--- src/rtl/phase_arb_pkg.sv ---
// phase_arb_pkg: shared definitions for the phase_arbiter traffic controller.
// Holds the state encoding, R/Y/G one-hot light constants and default durations.
package phase_arb_pkg;

    typedef logic [2:0] state_t;

    localparam state_t MAIN_G  = 3'd0;
    localparam state_t MAIN_Y  = 3'd1;
    localparam state_t ALLRED  = 3'd2;
    localparam state_t SIDE_G  = 3'd3;
    localparam state_t SIDE_Y  = 3'd4;
    localparam state_t WALK    = 3'd5;
    localparam state_t PREEMPT = 3'd6;

    localparam logic [2:0] LIGHT_R = 3'b100;
    localparam logic [2:0] LIGHT_Y = 3'b010;
    localparam logic [2:0] LIGHT_G = 3'b001;

    localparam int DEF_MIN_GREEN = 6;
    localparam int DEF_YELLOW_T  = 2;
    localparam int DEF_WALK_T    = 3;
    localparam int DEF_ALLRED_T  = 1;

    localparam logic LAST_SIDE = 1'b0;
    localparam logic LAST_WALK = 1'b1;

    // Returns {main_light, side_light, walk_light} for a state.
    function automatic logic [6:0] light_decode(state_t s);
        logic [6:0] l;
        l = {LIGHT_R, LIGHT_R, 1'b0};
        case (s)
            MAIN_G:  l = {LIGHT_G, LIGHT_R, 1'b0};
            MAIN_Y:  l = {LIGHT_Y, LIGHT_R, 1'b0};
            SIDE_G:  l = {LIGHT_R, LIGHT_G, 1'b0};
            SIDE_Y:  l = {LIGHT_R, LIGHT_Y, 1'b0};
            WALK:    l = {LIGHT_R, LIGHT_R, 1'b1};
            default: l = {LIGHT_R, LIGHT_R, 1'b0};
        endcase
        return l;
    endfunction

endpackage

--- src/rtl/phase_arbiter_timer.sv ---
// phase_timer: 4-bit saturating tick counter with duration expire compare.
// Ports: clock, rst_n, clear (state entry), tick, dur[3:0]; expired out.
module phase_timer (
    input  logic       clock,
    input  logic       rst_n,
    input  logic       clear,
    input  logic       tick,
    input  logic [3:0] dur,
    output logic       expired
);

    logic [3:0] count;

    always_ff @(posedge clock or negedge rst_n) begin
        if (!rst_n) begin
            count <= 4'd0;
        end else if (clear) begin
            count <= 4'd0;
        end else if (tick && count != 4'd15) begin
            count <= count + 4'd1;
        end
    end

    // Compare with >= so a green held past its minimum (no request yet)
    // still reports expiry on every later tick; timed phases leave on
    // the first expiry, where this equals count == dur-1.
    assign expired = tick && (count >= (dur - 4'd1));

endmodule

--- src/rtl/phase_arbiter.sv ---
// phase_arbiter: main/side/walk traffic phase controller with tick timing.
// Ports: clock, rst_n, tick, req_side, req_walk, req_emerg in;
//        main_light[2:0], side_light[2:0], walk_light, phase[2:0] out.
// Optional emergency preempt enabled by defining PHASE_ARB_EMERG_EN.
module phase_arbiter
    import phase_arb_pkg::*;
#(
    parameter int MIN_GREEN = DEF_MIN_GREEN,
    parameter int YELLOW_T  = DEF_YELLOW_T,
    parameter int WALK_T    = DEF_WALK_T,
    parameter int ALLRED_T  = DEF_ALLRED_T
) (
    input  logic       clock,
    input  logic       rst_n,
    input  logic       tick,
    input  logic       req_side,
    input  logic       req_walk,
    input  logic       req_emerg,
    output logic [2:0] main_light,
    output logic [2:0] side_light,
    output logic       walk_light,
    output logic [2:0] phase
);

    localparam logic [3:0] GREEN_D  = 4'(MIN_GREEN);
    localparam logic [3:0] YELLOW_D = 4'(YELLOW_T);
    localparam logic [3:0] WALK_D   = 4'(WALK_T);
    localparam logic [3:0] ALLRED_D = 4'(ALLRED_T);

    state_t     state;
    state_t     state_nxt;
    state_t     grant;
    logic       pend_side;
    logic       pend_walk;
    logic       last_served;
    logic       to_main;
    logic       expired;
    logic       emerg;
    logic       enter;
    logic       enter_side;
    logic       enter_walk;
    logic [3:0] dur;

`ifdef PHASE_ARB_EMERG_EN
    assign emerg = req_emerg;
`else
    assign emerg = req_emerg & 1'b0;
`endif

    always_comb begin
        dur = 4'd15;
        unique case (state)
            MAIN_G, SIDE_G: dur = GREEN_D;
            MAIN_Y, SIDE_Y: dur = YELLOW_D;
            ALLRED:         dur = ALLRED_D;
            WALK:           dur = WALK_D;
            default:        dur = 4'd15;
        endcase
    end

    phase_timer u_timer (
        .clock   (clock),
        .rst_n   (rst_n),
        .clear   (enter),
        .tick    (tick),
        .dur     (dur),
        .expired (expired)
    );

    // After a side or walk phase (or a preempt) main is always served next.
    always_comb begin
        grant = MAIN_G;
        if (to_main) begin
            grant = MAIN_G;
        end else if (pend_side && pend_walk) begin
            grant = (last_served == LAST_WALK) ? SIDE_G : WALK;
        end else if (pend_side) begin
            grant = SIDE_G;
        end else if (pend_walk) begin
            grant = WALK;
        end
    end

    always_comb begin
        state_nxt = state;
        unique case (state)
            MAIN_G: begin
                if (emerg || (expired && (pend_side || pend_walk)))
                    state_nxt = MAIN_Y;
            end
            MAIN_Y: begin
                if (expired)
                    state_nxt = ALLRED;
            end
            ALLRED: begin
                if (emerg)
                    state_nxt = PREEMPT;
                else if (expired)
                    state_nxt = grant;
            end
            SIDE_G: begin
                if (emerg || expired)
                    state_nxt = SIDE_Y;
            end
            SIDE_Y, WALK: begin
                if (expired)
                    state_nxt = ALLRED;
            end
            PREEMPT: begin
                if (!emerg)
                    state_nxt = ALLRED;
            end
            default: state_nxt = MAIN_G;
        endcase
    end

    assign enter      = (state_nxt != state);
    assign enter_side = enter && (state_nxt == SIDE_G);
    assign enter_walk = enter && (state_nxt == WALK);

    always_ff @(posedge clock or negedge rst_n) begin
        if (!rst_n) begin
            state       <= MAIN_G;
            pend_side   <= 1'b0;
            pend_walk   <= 1'b0;
            last_served <= LAST_WALK;
            to_main     <= 1'b0;
            main_light  <= LIGHT_G;
            side_light  <= LIGHT_R;
            walk_light  <= 1'b0;
        end else begin
            state <= state_nxt;
            // A request in the entry cycle re-arms the flag.
            pend_side <= req_side | (pend_side & ~enter_side);
            pend_walk <= req_walk | (pend_walk & ~enter_walk);
            if (enter_side)
                last_served <= LAST_SIDE;
            else if (enter_walk)
                last_served <= LAST_WALK;
            if (enter && state_nxt == ALLRED)
                to_main <= (state != MAIN_Y);
            {main_light, side_light, walk_light} <= light_decode(state_nxt);
        end
    end

    assign phase = state;

endmodule
--- config.mk ---
export PLATFORM = sky130hd
export DESIGN_NAME = phase_arbiter
export DESIGN_NICKNAME = d
export VERILOG_FILES = /design/src/rtl/phase_arb_pkg.sv /design/src/rtl/phase_arbiter_timer.sv /design/src/rtl/phase_arbiter.sv
export SDC_FILE = /design/constraint.sdc
export NUM_CORES = 1
export LEC_CHECK = 0
export CORE_UTILIZATION = 45
export DETAILED_ROUTE_END_ITERATION = 16
export PLACE_DENSITY_LB_ADDON = 0.05
export SYNTH_ARGS = -nofsm -noshare
export SYNTH_HDL_FRONTEND = slang
export SYNTH_SLANG_ARGS = --single-unit
--- constraint.sdc ---
create_clock -name clock -period 2.6 [get_ports clock]
set_input_delay 0.39 -clock clock [delete_from_list [all_inputs] [get_ports clock]]
set_output_delay 0.39 -clock clock [all_outputs]
set_load 0.02 [all_outputs]
==> results.yml, run 1 <==
run_status:
  status: "finished with violations"
  violations: "setup timing"
clocking:
  htree_levels: 1
  numCtsBuffers: 3
  cts_tree: "built"
  clk_pin_slew_ps: 110
  clk_latency_ps: 300
  clock_sinks: 18
  clock_path_buffers: 2
  holdBufCountCts: 0
  cts_root_buf: "clkbuf_4"
critical_path:
  critical-path-slowest-cell: "dfrtp_2"
  crit_required_ps: 2790
  worst-path-buf-inv: 1
  cp.arrival_ps: 2840
  cp_cell_sequence: "mux2i_4, ha_4, xor2_4, xnor2_2, ha_4, o21a_1, o21ai_4, nor2_4, mux2i_4, buf_4, nor2b_4"
  critPathKind: "flop to flop"
  cpLargestDelayFamily: "multiplexers"
  start_kind: "flop"
  slowest_delay_ps: 450
  reg2reg_slack_ps: -50
  critPathMaxFanout: 6
  worstSetupEndpointType: "flop"
timing:
  post-route-min-period_ps: 2650
  rsz0062_at_grt: "true"
  worstMarginPinSlew_ps: 786
  max_freq_mhz: 377
  fin_ws_ps: -50.1
  clock-skew-final_ps: 14.0
  setup_viol: 5
  relSlewSlack_pct: 47.5
  fin_crit_sh_pct: 102
  hold_viol_final: 0
  timing.final.max_slew_violations: 0
floorplan:
  initial_core_util_pct: 49.4
  core-area_sq_mm: 0.00202
  die-height_um: 49.1
  die_w_um: 49.1
  die-area_sq_mm: 0.00241
  ioPinCount: 16
  row_count: 16
grt:
  grt_pass1_wl_mm: 3.71
  grt_overflow_total: 0
  grt_pass1_vias: 818
  grt_use_total_pct: 20.5
  grt_max_degree: 19
  antenna_found_initial: 0
synthesis:
  syn_inst: 94
  synth_ff_type: "dfrtp_1"
  yosys_warnings: 0
  synth-edff-count: 0
  ys_async_sr_fraction_pct: 100
  yosys.area.top_type: "dfrtp_1"
  synth_area_sq_um: 1000
  syn_avg_cell_area_sq_um: 10.6
  ys_seq_elements: 18
  syn_nets: 106
  synth_top_area_share_pct: 37.5
  yosysUniqueCellTypes: 37
  synth.area.top_cells: "dfrtp_1, dfstp_2, ha_1"
  yosysSeqAreaShare_pct: 45.4
job:
  cap_violations: 0
finish:
  layout.nets: 136
  multiInputGateArea_sq_um: 669
  fillCellCount: 152
  antenna_cells: 0
  layout_commonest_cell: "clkdlybuf4s50_1"
  layout_common_cells: "clkdlybuf4s50_1, buf_4, dfrtp_1"
  finish.utilization_pct: 72.5
  drive_gt1_share_pct: 39.0
  fin_cells: 150
  seq_area_sq_um: 458
  area_delta_synth_final_pct: 46.6
detailed_routing:
  firstDrtPassIters: 4
  ant_nets: 0
  drcViolationCount: 0
  wl_per_cell_um: 14.3
  vias: 810
  totalWireLength_mm: 2.15
  vias_per_cell: 5.40
  drt_iter0_drc: 10
pwr:
  peakVddDrop_mv: 0.937
  total_power_mw: 2.32
  p_per_area_mw_per_mm2: 1580
  leakage_nw: 0.606
placed_design:
  port_buffers: 14
  place_hpwl_mm: 1.48
  dpl.cell_count: 138
  place.gp.congestion: 0.761
min_path:
  min_path_type: "primary input to asynchronous set/reset pin"
-- final timing paths --
kind                       startpoint                to  cells past startpoint
setup / recovery             phase[0]     side_light[1]                     11
hold / removal                  rst_n  u_timer.count[0]                      1
setup reg to reg             phase[0]     side_light[1]                     11
hold reg to reg             pend_side         pend_side                      1
max in group asynchronous       rst_n          phase[2]                      1
min in group clock          pend_side         pend_side                      1
-- synthesized netlist by cell type, drive strengths merged (2+ instances only) --
master  instances
dfrtp          15
nand2           7
nor2            7
ha              6
a21oi           5
inv             5
and2            4
a22o            3
dfstp           3
mux2i           3
nand3           3
o21ai           3
a211oi          2
a21o            2
and3            2
clkbuf          2
nand2b          2
nor2b           2
nor3            2
o21a            2
xnor2           2
-- where the power goes --
group / total [mW] / switching, mW / internal, mW
sequential: 0.511 / 0.104 / 0.407
combinational: 1.64 / 0.798 / 0.837
clock: 0.173 / 0.0879 / 0.0853
-- flip-flops by register name (all words and copies together), names as in the netlist --
signal,flops
walk_light,1
pend_side,1
side_light,3
last_served,1
u_timer.count,4
to_main,1
phase,3
main_light,3
pend_walk,1
-- stage by stage --
stage	hold slack, ps	instance area, sq um	setup slack [ps]	setup TNS, ps
2_1_floorplan	94.4	1040	-13.7	-13.7
3_3_place_gp	519	1230	51.4	0
3_5_place_dp	525	1230	-107	-361
4_1_cts	550	1360	-8.53	-8.53
5_1_grt	572	1470	-170	-1310
6_report	535	1470	-50.1	-149
-- repair_timing --
item / 4_1_cts / 5_1_grt
endpoints found under the setup margin: 7 / 12
resized for setup: 9 / 16
setup buffers: 6 / 2
pin swaps: 7 / 12
-- logic make-up (layout without fill, tap and decap cells) --
kind of cell,Yosys count,in the layout,share of synthesized area (%)
XOR/XNOR,3,3,2.63
multiplexers,3,3,4.26
AO/OA/AOI/OAI,24,24,19.6
flip-flops,18,18,45.4
adder cells (fa/ha/maj),6,6,7.51
buffers and inverters,8,37,3.13
AND/OR/NAND/NOR,32,32,17.4
-- routing by layer --
metal | global-route usage (%) | wire (um) | vias to the layer above
met5 | 0 | 0 | -
met4 | 8.82 | 30 | 0
met3 | 3.12 | 51 | 4
met2 | 33.6 | 1070 | 13
met1 | 26.8 | 998 | 398
li1 | - | - | 395
-- layout make-up --
cell class / count / area share [%]
inverters: 5 / 1.28
repair buffers: 28 / 17.0
flip-flops and latches: 18 / 31.3
clock buffers: 4 / 2.48
well taps: 27 / 2.31
multi-input cells: 68 / 45.7
Power figures use the tool's default switching activity.
==> inputs of run 2 (changes only) <==
CAP_MARGIN = 20   (was default)
HOLD_SLACK_MARGIN = 0.08   (was default)
==> results of run 2 <==
Same layout as run 1: the final DEF is identical, and so are final timing and power.
==> inputs of run 3 (changes only) <==
SYNTH_HIERARCHICAL = 1   (was default)
==> results.yml, run 3 <==
finish:
  drive_gt1_share_pct: 45.3
  fin_cells: 178
  layout_common_cells: "buf_4, clkdlybuf4s50_1, dfrtp_1"
  antenna_cells: 0
  largest_register: "u_timer/count"
  layout_commonest_cell: "buf_4"
  area_delta_synth_final_pct: 52.1
  finish.utilization_pct: 72.8
  largest_register_ffs: 4
  layout.nets: 163
placed_design:
  port_buffers: 14
  place_hpwl_mm: 1.71
  dpl.cell_count: 166
  place.gp.congestion: 0.823
synthesis:
  synth_top_area_share_pct: 35.1
  yosysUniqueCellTypes: 42
  synth_area_sq_mm: 0.00107
  synthTopCellsByCount: "dfrtp_1, nand2_1, nor2_1"
  yosys_warnings: 6
  yosysMostFrequentCell: "dfrtp_1"
  synth_ff_type: "dfrtp_1"
  syn_avg_cell_area_sq_um: 9.89
  synth-edff-count: 0
  syn_inst: 108
  yosys.area.top_type: "dfrtp_1"
  ys_seq_elements: 18
  synth.area.top_cells: "dfrtp_1, dfstp_2, ha_1"
  ys_async_sr_fraction_pct: 100
  syn_nets: 120
  yosysSeqAreaShare_pct: 42.5
timing:
  hold_viol_final: 0
  fin_ws_ps: -214
  timing.final.max_slew_violations: 0
  rsz0062_at_grt: "true"
  setup_viol: 13
  relSlewSlack_pct: 43.2
  clock-skew-final_ps: 4.13
  max_freq_mhz: 355
  worstMarginPinSlew_ps: 849
  post-route-min-period_ps: 2810
  fin_crit_sh_pct: 108
critical_path:
  cpLargestDelayFamily: "simple AND/OR/NAND/NOR gates"
  path_depth: 14
  cp.arrival_ps: 3020
  critPathMaxFanout: 4
  critical_path.startpoint: "phase[2]"
  critPathKind: "flop to flop"
  start_kind: "flop"
  worstSetupEndpointType: "flop"
  cp_cell_sequence: "or3_4, inv_2, ha_4, xnor2_2, ha_1, o21ai_2, a21o_1, a21oi_4, and2b_4, o21ai_4, a21oi_2, or2_4, nor2_1, mux2_4"
  worst-path-buf-inv: 1
  crit_required_ps: 2800
  slowest_delay_ps: 440
  reg2reg_from: "phase[2]"
  r2r_cells: 14
  endpoint: "u_timer/count[0]"
  critical-path-slowest-cell: "dfrtp_2"
  r2r-end: "u_timer/count[0]"
  reg2reg_slack_ps: -210
grt:
  grt_pass1_wl_mm: 4.43
  grt_use_total_pct: 23.5
  antenna_found_initial: 0
  grt_pass1_vias: 934
  grt_max_degree: 19
  grt_overflow_total: 0
clocking:
  cts_root_buf: "clkbuf_4"
  numCtsBuffers: 3
  clk_latency_ps: 310
  cts_tree: "built"
  clock_sinks: 18
  clk_pin_slew_ps: 110
  holdBufCountCts: 0
  clock_path_buffers: 2
  htree_levels: 1
detailed_routing:
  drt_iter0_drc: 24
  firstDrtPassIters: 4
  drcViolationCount: 0
  vias_per_cell: 5.45
  vias: 970
  wl_per_cell_um: 14.8
  ant_nets: 0
  totalWireLength_mm: 2.64
floorplan:
  core-area_sq_mm: 0.00223
  die-height_um: 50.7
  row_count: 17
  ioPinCount: 16
  die_w_um: 50.7
  initial_core_util_pct: 47.8
  die-area_sq_mm: 0.00257
run_status:
  status: "finished with violations"
  violations: "setup timing"
job:
  cap_violations: 0
min_path:
  min_path_type: "primary input to asynchronous set/reset pin"
## run 3: worst reg2reg max path: stages (launching register included)
cell     delay [ps]
dfrtp_2         440
or3_4           410
inv_2            80
ha_4            130
xnor2_2          60
ha_1            290
o21ai_2          50
a21o_1          170
a21oi_4         200
and2b_4         220
o21ai_4          70
a21oi_2         130
or2_4           150
nor2_1           50
mux2_4          260
## run 3: worst min-delay path by stage
stage,endpoint,slack (ps),cells after the start
2_1_floorplan,main_light[1],90,0
3_3_place_gp,pend_walk,530,1
3_5_place_dp,pend_walk,530,1
4_1_cts,last_served,560,1
5_1_grt,pend_walk,590,1
6_report,side_light[1],560,1
## run 3: area by class of cell
type	count	area, sq um
tap	28	35.0
fill	165	608
inverter	6	27.5
multi-input combinational	81	699
clock buffer	4	36.3
sequential	18	458
timing repair buffer	41	369
## run 3: kinds of logic (layout without fill, tap and decap cells)
group                    Yosys count  in the layout  synth area share [%]
adder cells (fa/ha/maj)            6              6                  7.03
flip-flops                        18             18                  42.5
AND/OR/NAND/NOR                   40             40                  21.3
buffers and inverters              9             51                  3.28
AO/OA/AOI/OAI                     30             30                  21.1
multiplexers                       2              2                  2.34
XOR/XNOR                           3              3                  2.46
## run 3: through the flow
stage	setup slack, ps	area [sq um]	TNS (ps)	hold slack, ps
floorplan	-341	1110	-1920	94.4
global placement	-265	1400	-2050	533
detailed placement	-302	1400	-2430	533
CTS	-166	1580	-1300	562
global route	-343	1630	-3230	585
finish	-214	1630	-1670	555
## run 3: what timing repair did
action                                 in CTS  in global routing
resized for setup                          18                 11
cloned                                      0                  0
pin swaps                                  10                  4
endpoints found under the hold margin       0                  0
buffers inserted                            8                  2
setup endpoints to repair                  12                 16
## run 3: metal layers
layer	global-route usage, %	part of all wire [%]
met1	32.9	48
met2	37.8	48
met3	3.03	2.8
met4	6.94	1.3
met5	0	0
Power of run 3 is left out: the tool's default activity adds up to more than one toggle a clock period on the data nets, which glitch-free logic cannot reach.
